## src/rtl/signal_decimator_pkg.sv

```systemverilog
// Shared definitions for the boxcar decimator: FSM encoding, config width and
// the rate clamp that is also used by the register map.
package signal_decimator_pkg;

  localparam int LOG_RATE_WIDTH = 4;

  typedef enum logic {
    ST_ACCUM = 1'b0,
    ST_FLUSH = 1'b1
  } state_t;

  // Out-of-range requests saturate to the largest supported rate; this is not an error.
  function automatic logic [LOG_RATE_WIDTH-1:0] clamp_log_rate(
    input logic [LOG_RATE_WIDTH-1:0] log_rate,
    input int unsigned               max_log_rate
  );
    if (32'(log_rate) > max_log_rate) return LOG_RATE_WIDTH'(max_log_rate);
    return log_rate;
  endfunction

endpackage

```

## src/rtl/signal_decimator_axis_output_holder.sv

```systemverilog
// Single-entry AXI-Stream output register. A result arriving while the entry is
// full and not being drained is discarded and recorded in a sticky overflow flag.
module axis_output_holder #(
  parameter int DATA_WIDTH = 32
) (
  input  logic                  aclk,
  input  logic                  areset,
  input  logic                  load,
  input  logic [DATA_WIDTH-1:0] result,
  input  logic                  clear_ovf,
  input  logic                  tready,
  output logic [DATA_WIDTH-1:0] tdata,
  output logic                  tvalid,
  output logic                  overflow
);

  logic accept;
  logic drop;

  // A handshake in the same cycle frees the entry, so back-to-back results never drop.
  assign accept = load && (!tvalid || tready);
  assign drop   = load && tvalid && !tready;

  // NOTE: state registers use non-blocking assignments so every register samples
  // pre-edge values regardless of statement order.
  always_ff @(posedge aclk or posedge areset) begin
    if (areset) begin
      tdata    <= '0;
      tvalid   <= 1'b0;
      overflow <= 1'b0;
    end else begin
      if (accept) begin
        tdata  <= result;
        tvalid <= 1'b1;
      end else if (tvalid && tready) begin
        tvalid <= 1'b0;
      end

      if (drop)           overflow <= 1'b1;
      else if (clear_ovf) overflow <= 1'b0;
    end
  end

endmodule

```

## src/rtl/signal_decimator.sv

```systemverilog
// Boxcar-averaging decimator: each output is the floor-mean of 2^N consecutive
// valid input samples, N selectable at run time, delivered on an AXIS master.
module signal_decimator
  import signal_decimator_pkg::*;
#(
  parameter int AXIS_TDATA_WIDTH = 32,
  parameter int MAX_LOG_RATE     = 10,
  parameter int ACC_WIDTH        = AXIS_TDATA_WIDTH + MAX_LOG_RATE
) (
  input  logic                        aclk,
  input  logic                        areset,
  input  logic [LOG_RATE_WIDTH-1:0]   log_rate,
  input  logic                        clear_ovf,
  input  logic [AXIS_TDATA_WIDTH-1:0] S_AXIS_tdata,
  input  logic                        S_AXIS_tvalid,
  output logic [AXIS_TDATA_WIDTH-1:0] M_AXIS_tdata,
  output logic                        M_AXIS_tvalid,
  input  logic                        M_AXIS_tready,
  output logic                        overflow
);

  localparam int CNT_WIDTH = MAX_LOG_RATE + 1;

  state_t                      state;
  logic [LOG_RATE_WIDTH-1:0]   eff_rate;
  logic [LOG_RATE_WIDTH-1:0]   rate_q;
  logic signed [ACC_WIDTH-1:0] acc;
  logic signed [ACC_WIDTH-1:0] sample_ext;
  logic signed [ACC_WIDTH-1:0] acc_next;
  logic [CNT_WIDTH-1:0]        count;
  logic [CNT_WIDTH-1:0]        last_count;
  logic                        rate_change;
  logic                        block_done;
  logic [AXIS_TDATA_WIDTH-1:0] result;

  assign eff_rate    = clamp_log_rate(log_rate, MAX_LOG_RATE);
  assign sample_ext  = ACC_WIDTH'($signed(S_AXIS_tdata));
  assign acc_next    = acc + sample_ext;
  assign last_count  = (CNT_WIDTH'(1) << rate_q) - CNT_WIDTH'(1);
  assign rate_change = (state == ST_ACCUM) && (eff_rate != rate_q);
  assign block_done  = (state == ST_ACCUM) && !rate_change && S_AXIS_tvalid &&
                       (count == last_count);

  // Arithmetic shift gives the floor of the mean; the sum cannot exceed the accumulator.
  assign result = AXIS_TDATA_WIDTH'(acc_next >>> rate_q);

  always_ff @(posedge aclk or posedge areset) begin
    if (areset) begin
      state  <= ST_ACCUM;
      rate_q <= '0;
      acc    <= '0;
      count  <= '0;
    end else begin
      case (state)
        ST_ACCUM: begin
          if (rate_change) begin
            // The partial block is meaningless at the new rate, so restart cleanly.
            state  <= ST_FLUSH;
            rate_q <= eff_rate;
            acc    <= '0;
            count  <= '0;
          end else if (S_AXIS_tvalid) begin
            if (block_done) begin
              acc   <= '0;
              count <= '0;
            end else begin
              acc   <= acc_next;
              count <= count + CNT_WIDTH'(1);
            end
          end
        end
        ST_FLUSH: state <= ST_ACCUM;
      endcase
    end
  end

  axis_output_holder #(
    .DATA_WIDTH(AXIS_TDATA_WIDTH)
  ) u_output_holder (
    .aclk      (aclk),
    .areset    (areset),
    .load      (block_done),
    .result    (result),
    .clear_ovf (clear_ovf),
    .tready    (M_AXIS_tready),
    .tdata     (M_AXIS_tdata),
    .tvalid    (M_AXIS_tvalid),
    .overflow  (overflow)
  );

endmodule

```

## config.mk

```make
export PLATFORM = sky130hd
export DESIGN_NAME = signal_decimator
export DESIGN_NICKNAME = d
export VERILOG_FILES = /design/src/rtl/signal_decimator_pkg.sv /design/src/rtl/signal_decimator_axis_output_holder.sv /design/src/rtl/signal_decimator.sv
export SDC_FILE = /design/constraint.sdc
export NUM_CORES = 1
export LEC_CHECK = 0
export ABC_AREA = 1
export CAP_MARGIN = 10
export CORE_AREA = 2 2 146 148
export DETAILED_ROUTE_END_ITERATION = 6
export DIE_AREA = 0 0 148 150
export PLACE_DENSITY_LB_ADDON = 0.12
export SLEW_MARGIN = 10
export SYNTH_ARGS = -nofsm -noshare
export SYNTH_HDL_FRONTEND = slang
export SYNTH_SLANG_ARGS = --single-unit
```

## constraint.sdc

```tcl
create_clock -name aclk -period 6.2 [get_ports aclk]
set_input_delay 0.93 -clock aclk [delete_from_list [all_inputs] [get_ports aclk]]
set_output_delay 0.93 -clock aclk [all_outputs]
set_load 0.005 [all_outputs]
```

# Word level (Yosys, flattened, before mapping)
# Cells that the tools add are included.
op_classes:
  shifts: 2
  mux: 15
  n_lt_le_gt_ge: 1
  eq_ne: 2
  n_addsub: 3
  bitwise_logic: 1
  reduce_logical: 17
ops:
  columns: ["op", "count"]
  rows:
  - ["two-way mux 42 bit", 3]
  - ["adder 42 x 32 -> 42 bit", 1]
  - [">>> shifter 42 x 4 -> 32 bit", 1]
  - ["two-way mux 11 bit", 3]
  - ["adder 11 x 1 -> 11 bit, second input constant", 1]
  - ["equality test 11 bit", 1]
  - ["left shift 1 x 4 -> 11 bit, first input constant", 1]
  - ["subtractor 11 x 2 -> 11 bit, second input constant", 1]
  - ["logical AND 1 bit", 8]
  - ["two-way mux 4 bit", 2]
  - ["two-way mux 1 bit", 6]
  - ["nonzero test 2 bit", 3]
  - ["> comparator 4 bit, second input constant", 1]
  - ["!= test 4 bit", 1]
  - ["AND reduction 2 bit", 2]
  - ["logical NOT 1 bit", 3]
  - ["one-hot mux 1 bit (2 select lines)", 1]
  - ["logical OR 1 bit", 1]
  - ["NOT 1 bit", 1]
totals:
  word_cells: 48
  in_bits: 41
  reg_bits: 92
  output_inout_bits: 34

# Logic depth before layout (Yosys ltp)
# Gate-level depths: netlist of run 1.
logic_depth:
  depth_word: 12
  ltp_mapped: 22
  depth_no_buf: 22

# Cells and area by module
# A second synthesis of run 1 with hierarchy kept.
hier_totals:
  hier_cells: 1522
  hier_area_um2: 9125.0
modules_own_cells:
  columns: ["module", "area_each_um2", "cells_per_inst", "instances", "seq_area_each_um2"]
  rows:
  - ["signal_decimator", 7716.2, 1374, 1, 1451.4]
  - ["axis_output_holder", 1408.9, 148, 1, 850.8]

# Worst setup path after synthesis of run 1
# Ideal clock, no wire load.
synth_path:
  path_type: "input port to flip-flop"
  startpoint: "in S_AXIS_tdata[0]"
  endpoint: "reg u_output_holder.tdata[12]"
  slack_ns: 3.136
  stages: 15
  n_path_buf: 0
  t_required_ns: 6.074
  setup_time_ns: 0.126
  arrival_ns: 2.938
  cell_sequence: "ha_1 -> fa_1 -> nand3_1 -> nand3_1 -> nand2_1 -> nand2_1 -> nand2_1 -> nand2_1 -> xnor2_1 -> o21ai_0 -> or2_2 -> nand3_1 -> nand2_1 -> nor2_1 -> o21ai_0"
synth_via:
  elab_chain_len: 2
synth_lines:
  columns: ["element", "line_no", "text"]
  rows:
  - ["from (decl)", "signal_decimator.sv:14", "input logic [AXIS_TDATA_WIDTH-1:0] S_AXIS_tdata,"]
  - ["adder 42 x 32 -> 42 bit", "signal_decimator.sv:38", "assign acc_next = acc + sample_ext;"]
  - [">>> shifter 42 x 4 -> 32 bit", "signal_decimator.sv:45", "assign result = AXIS_TDATA_WIDTH'(acc_next >>> rate_q);"]
  - ["to (signal assigned)", "signal_decimator_axis_output_holder.sv:33", "tdata <= result;"]
  - ["to (decl)", "signal_decimator_axis_output_holder.sv:12", "output logic [DATA_WIDTH-1:0] tdata,"]
# No other way between the ends.
# A chain may end at the register's enable or synchronous reset.

# Worst setup path after layout of run 1
layout_path:
  startpoint: "in S_AXIS_tdata[0]"
  endpoint: "reg u_output_holder.tdata[8]"
# The elaborated chain is that of the path after synthesis.

==> results of run 1 <==
==> cell usage in the layout, fill, tap and decap left out, types with 11 or more instances in the layout <==
cell and count:
sky130_fd_sc_hd__dfrtp_1 92, sky130_fd_sc_hd__xor2_1 23, sky130_fd_sc_hd__ha_1 43, sky130_fd_sc_hd__o21ai_0 81, sky130_fd_sc_hd__xnor2_1 13, sky130_fd_sc_hd__nand3_1 277
sky130_fd_sc_hd__clkdlybuf4s50_1 74, sky130_fd_sc_hd__nor2_1 125, sky130_fd_sc_hd__inv_1 172, sky130_fd_sc_hd__nand2_1 521, sky130_fd_sc_hd__o22ai_1 11, sky130_fd_sc_hd__a21oi_1 46
==> metal layers <==
layer | up-vias | share of wire [%] | global-route usage (%)
li1 | 5075 | - | -
met1 | 4730 | 45 | 39.88
met2 | 334 | 46 | 47.89
met3 | 71 | 5.6 | 2.744
met4 | 0 | 3.6 | 12.33
met5 | - | 0 | 0
==> state kept, by name, summed over array words and instances (netlist names) <==
register,count
count,11
u_output_holder.overflow,1
u_output_holder.tvalid,1
state,1
acc,42
u_output_holder.tdata,32
rate_q,4
==> final cells by class <==
| class | instances | area, µm² | area share (%) |
|---|---|---|---|
| clock buffer | 9 | 225.2 | 2.164 |
| clock inverter | 7 | 81.33 | 0.7816 |
| inverter | 181 | 684.4 | 6.578 |
| multi-input combinational | 1216 | 5939 | 57.08 |
| sequential | 92 | 2302 | 22.13 |
| tap | 275 | 344.1 | 3.307 |
| timing repair buffer | 83 | 828.3 | 7.961 |
==> worst paths after layout <==
check | end | slack (ns) | depth (start not counted)
min | u_output_holder.tdata[29]$_DFFE_PP0P_ | 0.48 | 2
max in group asynchronous | acc[27]$_DFFE_PP0P_ | 4.12 | 3
min reg2reg | u_output_holder.tdata[29]$_DFFE_PP0P_ | 0.48 | 2
min in group asynchronous | u_output_holder.tdata[28]$_DFFE_PP0P_ | 0.94 | 2
max reg2reg | acc[28]$_DFFE_PP0P_ | 2.49 | 15
max | u_output_holder.tdata[8]$_DFFE_PP0P_ | 2.43 | 16
==> power by group through the flow <==
stage | Clock, W | Combinational (W) | Sequential (W)
6_report | 0.000601 | 0.00227 | 0.000709
5_1_grt | 0.000626 | 0.00251 | 0.000716
4_1_cts | 0.000603 | 0.00221 | 0.000709
3_5_place_dp | 0 | 0.00220 | 0.000721
3_3_place_gp | 0 | 0.00220 | 0.000719
2_1_floorplan | 0 | 0.00166 | 0.000694
==> kinds of logic after synthesis <==
logic type	count (synthesis)	share of synthesized area (%)
and+or+nand+nor	970	45.08
buffers and inverters	232	10.07
AOI/OAI and AO/OA	164	9.843
DFF	92	25.12
adders and majority gates	44	6.089
xor gates and xnor gates	38	3.795
==> through the flow <==
stage	total power, W	cell area (µm²)	hold slack (ns)	instances	utilization (%)
after floorplan	0.002352	9165	0.4724	1540	-
after global routing	0.003856	10410	0.5091	1863	50.29
after global placement	0.002918	10070	0.4678	1846	48.68
after detailed placement	0.002925	10070	0.4662	1846	48.68
after CTS	0.003526	10380	0.4883	1862	50.16
final	0.003576	10410	0.4838	1863	50.29
==> critical path, stage by stage <==
cell and delay, ns:
sky130_fd_sc_hd__clkdlybuf4s50_1 0.41, sky130_fd_sc_hd__ha_1 0.28, sky130_fd_sc_hd__fa_1 0.47, sky130_fd_sc_hd__nand3_1 0.12, sky130_fd_sc_hd__nand3_1 0.18, sky130_fd_sc_hd__nand2_1 0.11, sky130_fd_sc_hd__nand2_1 0.13, sky130_fd_sc_hd__nand2_1 0.09
sky130_fd_sc_hd__nand2_1 0.10, sky130_fd_sc_hd__xnor2_1 0.36, sky130_fd_sc_hd__o21ai_0 0.17, sky130_fd_sc_hd__or2_2 0.32, sky130_fd_sc_hd__nand3_1 0.09, sky130_fd_sc_hd__nand3_1 0.09, sky130_fd_sc_hd__nand3_1 0.12, sky130_fd_sc_hd__nand2_1 0.07
==> metrics.sh, run 1 <==
OUTCOME='finished, final reports clean'
RSZ0062_AT_GRT='false'
CELL_AREA_AFTER_SYNTHESIS_UM2=9165
INTERNAL_POWER_W=0.001609
CTS_MAX_PATH_BUFFERS=2
SYNTH.AREA.TOP_CELLS='sky130_fd_sc_hd__dfrtp_1 25%, sky130_fd_sc_hd__nand2_1 21%, sky130_fd_sc_hd__nand3_1 15%'
YOSYSMOSTFREQUENTCELL='sky130_fd_sc_hd__nand2_1'
POWER.SHARE.SEQUENTIAL_PCT=19.8
SYN_INST=1540
TOP_CELLS_BY_COUNT_SYNTH='521 x sky130_fd_sc_hd__nand2_1, 277 x sky130_fd_sc_hd__nand3_1, 173 x sky130_fd_sc_hd__inv_1, 125 x sky130_fd_sc_hd__nor2_1, 92 x sky130_fd_sc_hd__dfrtp_1'
YS_SEQ_ELEMENTS=92
ACHIEVABLE-FREQUENCY_MHz=265.5
FILLER_CELLS=2250
PLACE_CONGESTION=1.012
SYNTHESIS.YOSYS.WARNINGS=0
CTS-HTREE-LEVELS=3
YS_ASYNC_SR_FRACTION_PCT=100.0
TIMING.CRITICAL_PATH.REQUIRED_NS=6.46
WORSTMARGINPINSLEW_NS=1.096
CTS_RESIZED=0
FINAL.SETUP.TNS_NS=0
PLACE_HPWL_MM=25.03
P_SW_W=0.001967
DIE-WIDTH_UM=148
POST-ROUTE-PERIOD-UTIL_PCT=60.76
GRT_FIRST_PASS_WIRELENGTH_MM=50.70
SETUP_VIOL=0
LAUNCH_POINT_OF_THE_WORST_HOLD_PATH='u_output_holder.tdata[29]$_DFFE_PP0P_'
CAP_VIOL_MAX_COUNT=0
DIE_HEIGHT_UM=150
FINALCLOCKSKEW_NS=0.008936
POST_SYNTHESIS_CELL_TYPE_WITH_THE_LARGEST_COMBINED_AREA='sky130_fd_sc_hd__dfrtp_1'
SETUP.WORST_PATH.START_CLASS='primary input'
ROUTED_WIRELENGTH_NORMALIZED_BY_INSTANCE_COUNT_UM=17.21
FIN_CRIT_NS=3.767
FINISH.NET_COUNT=1668
POST_ROUTE_CELLS_DRIVE_ABOVE_1_SHARE_PCT=3.275
INITIAL_UTILIZATION_PCT=44.30
DETAILEDPLACE.WORSTSLACK_NS=2.010
DETAILEDROUTE.FIRSTITERATIONVIOLATIONS=889
VIA_COUNT_OF_THE_FIRST_GLOBAL_ROUTING_PASS=9574
DRC_ERRORS=0
NUMBER_OF_TOP_LEVEL_PINS=75
NETSWITCHINGFRACTION_PCT=55.01
ANTENNADIODECOUNT=0
TOTAL_LEAKAGE_POWER_nW=5.566
SYNTH_SEQ_AREA_SHARE_PCT=25.12
GRT_OVERFLOW_TOTAL=0
POSTROUTEANTENNANETS=0
DOMINANTREGCELLSYNTH='sky130_fd_sc_hd__dfrtp_1'
SYN_AVG_CELL_AREA_UM2=5.951
SYNTH-EDFF-COUNT=0
MAXIMUM_NUMBER_OF_PINS_ON_ONE_NET_BEFORE_GLOBAL_ROUTE_REPAIR=55
FIRST_PASS_ITERS=5
TIMING.RR.START='rate_q[1]$_DFFE_PP0P_'
NUMBER_OF_VIAS_PER_CELL=5.480
FLOORPLAN.DIE_AREA_UM2=22200
SYNTH.TOP_CELL.AREA_SHARE_PCT=25.12
PATH_CLK_SLEW_NS=0.08
CTS_ROOT_BUFFER='sky130_fd_sc_hd__clkbuf_16'
NUM_VIAS=10210
IO_BUFFERS=74
CTSHOLDBUFFERS=0
POST_CTS.REPAIR.SETUP_BUFFERS=0
CTS_BUFFERS=9
DRT_WL_TOTAL_MM=32.06
MAPPEDNETLISTNETS=1625
WORST_SETUP_PATH_STARTPOINT='S_AXIS_tdata[0]'
MIN_PATH_TYPE='register to register'
WORSTSETUPPATHTYPE='primary input to register'
NETLIST-CELL-TYPE-COUNT=48
FP.COREAREA_UM2=20690
AREAGROWTHSYNTHTOFINISH_PCT=13.53
CLKSINKCOUNT=92
CP_DATA_ARRIVAL_TIME_NS=4.03
FLOORPLAN_ROW_COUNT=53
WORST_SKEW_PAIR.LATE_LATENCY_NS=0.37
GROUTE.USAGE.OVERALL_PCT=29.34
PWR-SHARE-COMB_PCT=63.4
POWER.CLOCK.FRACTION_PCT=16.8
ANTENNA_FOUND_INITIAL=0
SLEW_VIOL_FINAL=0
CTS_TREE='yes'
CELLPOWERDENSITY_nW_PER_UM2=343.7
MAX_SLEW_MARGIN_PCT=26.64
CP_CAPTURE_TYPE='register'
VDD_IR_DROP_MAX_mV=0.3193
HOLD_VIOL_FINAL=0
TIMING.CRITICAL_PATH.FANOUT_MAX=4
LAYOUT_SETUP_WS_NS=2.433
(Power assumes the default switching activity.)
==> inputs of run 2 (changes only) <==
==> constraint.sdc (replaced) <==
create_clock -name aclk -period 3.3 [get_ports aclk]
set_input_delay 0.495 -clock aclk [delete_from_list [all_inputs] [get_ports aclk]]
set_output_delay 0.495 -clock aclk [all_outputs]
set_load 0.005 [all_outputs]
==> run 2 against run 1 <==
The flow now finishes with violations (design-rule violations). Register-to-register slack worse by 2.2 ns. Die area unchanged. Flip-flop and latch count stayed put. Sequential power is 89% higher. Total power grew 95%. Via count up 2.4%. Combinational power rose by 99%. Critical endpoint is now u_output_holder.tdata[0]$_DFFE_PP0P_. Design area is 6.0% higher. Utilization up 3.0 points. Worst setup slack lost 2.2 ns. Count of clock-buffer cells in the layout stayed put. Sequential share of layout area decreased by 1.3 points.
==> metrics.sh, run 2 (synthesis results as in run 1) <==
FLOORPLAN.DIE_AREA_UM2=22200
AREAGROWTHSYNTHTOFINISH_PCT=20.36
PLACE_CONGESTION=0.9566
CTS_MAX_PATH_BUFFERS=2
INITIAL_UTILIZATION_PCT=44.30
FIRST_PASS_ITERS=7
POSTROUTEANTENNANETS=0
WORSTSETUPPATHTYPE='primary input to register'
FINAL.SETUP.TNS_NS=0
TIMING.CRITICAL_PATH.FANOUT_MAX=4
HOLD_VIOL_FINAL=0
CP_DATA_ARRIVAL_TIME_NS=3.32
WORST_SKEW_PAIR.LATE_LATENCY_NS=0.37
CTS_TREE='yes'
CTSHOLDBUFFERS=0
POST-ROUTE-PERIOD-UTIL_PCT=93.22
FLOORPLAN_ROW_COUNT=53
CTS_BUFFERS=9
GROUTE.USAGE.OVERALL_PCT=29.83
DIE_HEIGHT_UM=150
ANTENNADIODECOUNT=0
FINALCLOCKSKEW_NS=0.01866
RSZ0062_AT_GRT='false'
LARGEST-REGISTER='acc'
MIN_PATH_TYPE='register to register'
PLACED_AREA_UM2=10710
LAYOUT_SETUP_WS_NS=0.2237
DRT_WL_TOTAL_MM=32.66
COMMONEST_NON_FILL_NON_TAP_CELL_IN_THE_LAYOUT='sky130_fd_sc_hd__nand2_1'
HOLD_PATH_DEPTH=2
SLEW_VIOL_FINAL=0
CRITICAL_PATH.TOP_DELAY_FAMILY='simple AND/OR/NAND/NOR gates'
CELLPOWERDENSITY_nW_PER_UM2=630.8
TOP_LAYER='met4'
POST_LAYOUT_NONFILLER_INSTANCES=1942
CTS-HTREE-LEVELS=3
IO_BUFFERS=74
CP_NUM_CELLS=14
SETUP.WORST_PATH.START_CLASS='primary input'
GRT_OVERFLOW_TOTAL=0
DETAILEDROUTE.FIRSTITERATIONVIOLATIONS=952
DRC_ERRORS=1
SETUP_VIOL=0
WORSTPATHBUFFERINVERTERCOUNT=1
TIMING.CRITICAL_PATH.REQUIRED_NS=3.54
PATH_CLK_SLEW_NS=0.08
CTS_ROOT_BUFFER='sky130_fd_sc_hd__clkbuf_16'
LARGEST_REGISTER_FFS=42
DETAILEDPLACE.WORSTSLACK_NS=-0.1694
GRT_FIRST_PASS_WIRELENGTH_MM=51.75
CAP_VIOL_MAX_COUNT=0
POST-ROUTE-CELL-AREA_UM2=11030
WL_MET3_MM=2.065
CLKSINKCOUNT=92
PLACE_HPWL_MM=25.80
NUM_VIAS=10460
CRITICAL_PATH.MAX_STAGE_DELAY_NS=0.41
NUMBER_OF_VIAS_PER_CELL=5.384
CRIT_PATH_TOP_DELAY_CELL='sky130_fd_sc_hd__clkdlybuf4s50_1'
NUMBER_OF_TOP_LEVEL_PINS=75
MET1WIRELENGTH_MM=14.56
TIMING.CRITICAL_PATH.CELLS='clkdlybuf4s50_1, ha_1, fa_1, nand3_1, nand3_2, nand2_1, nand2_1, xnor2_1, o21ai_0, or2_2, o21ai_0, nor2_1, nor3_1, a21boi_1'
POST_ROUTE_CELLS_DRIVE_ABOVE_1_SHARE_PCT=8.038
NUMBER_OF_PLACED_INSTANCES_WITH_TAPS_INCLUDED=1926
REG.LARGEST.LIST='acc: 42 flops, u_output_holder.tdata: 32 flops, count: 11 flops'
ANTENNA_FOUND_INITIAL=0
FP.COREAREA_UM2=20690
LAYOUT_COMMON_CELLS='521 x sky130_fd_sc_hd__nand2_1, 276 x sky130_fd_sc_hd__nand3_1, 172 x sky130_fd_sc_hd__inv_1'
VDD_IR_DROP_MAX_mV=0.7321
CP_CAPTURE_TYPE='register'
FINISH.NET_COUNT=1747
FIN_CRIT_NS=3.076
TOTAL_LEAKAGE_POWER_nW=5.971
FINAL.HOLD.WORST_SLACK_NS=0.4849
DR_WL_MET2_MM=15.13
R2R_CELLS=11
VIOLATIONS_IN_THE_FINAL_REPORTS='design-rule violations'
DIE-WIDTH_UM=148
WORSTMARGINPINSLEW_NS=0.8412
VIA_COUNT_OF_THE_FIRST_GLOBAL_ROUTING_PASS=9783
MAXIMUM_NUMBER_OF_PINS_ON_ONE_NET_BEFORE_GLOBAL_ROUTE_REPAIR=60
MAX_SLEW_MARGIN_PCT=43.92
OUTCOME='complete, but fails checks'
ACHIEVABLE-FREQUENCY_MHz=325.1
ROUTED_WIRELENGTH_NORMALIZED_BY_INSTANCE_COUNT_UM=16.82
run 2: stage by stage:
stage,util [%],power (W)
after detailed placement,51.76,0.005789
final,53.31,0.006958
after floorplan,-,0.004420
after global routing,53.31,0.007515
after global placement,51.76,0.005779
after CTS,53.21,0.006899
run 2: final cells by class:
cell class                      instances  area (µm²)
Clock buffer                            9       225.2
Clock inverter                          7       75.07
Fill cell                            2191        9659
Inverter                              181       685.7
Multi-Input combinational cell       1216        5959
Sequential cell                        92        2302
Tap cell                              275       344.1
Timing Repair Buffer                  162        1439
run 2: path summary, 6_finish.rpt:
kind,start,end,slack (ns)
setup / recovery,S_AXIS_tdata[0],u_output_holder.tdata[0]$_DFFE_PP0P_,0.22
max in group asynchronous,areset,acc[23]$_DFFE_PP0P_,1.96
hold reg to reg,u_output_holder.tdata[19]$_DFFE_PP0P_,u_output_holder.tdata[19]$_DFFE_PP0P_,0.48
hold / removal,u_output_holder.tdata[19]$_DFFE_PP0P_,u_output_holder.tdata[19]$_DFFE_PP0P_,0.48
setup reg to reg,rate_q[2]$_DFFE_PP0P_,u_output_holder.tdata[30]$_DFFE_PP0P_,0.25
min in group asynchronous,areset,u_output_holder.tdata[29]$_DFFE_PP0P_,0.63
run 2: report_power, final:
part	internal [W]	total, W	switching (W)
Sequential	0.00123	0.00134	0.000110
Combinational	0.00147	0.00452	0.00305
Clock	0.000539	0.00110	0.000562
Total	0.00324	0.00696	0.00372
run 2: layer usage:
metal	global-route usage (%)	vias up
met2	50.25	349
met5	0	-
li1	-	5234
met1	39.58	4816
met4	8.667	0
met3	4.726	57
run 2: worst min-delay path: cells and delay by family (launching register included):
| kind | cells | cell delay (ns) |
|---|---|---|
| flops | 1 | 0.35 |
| simple gates | 2 | 0.11 |
run 2: timing repair:
| action | CTS | global route |
|---|---|---|
| gates resized for setup | 0 | 6 |
| endpoints found under the setup margin | 0 | 8 |
| setup buffers | 0 | 0 |
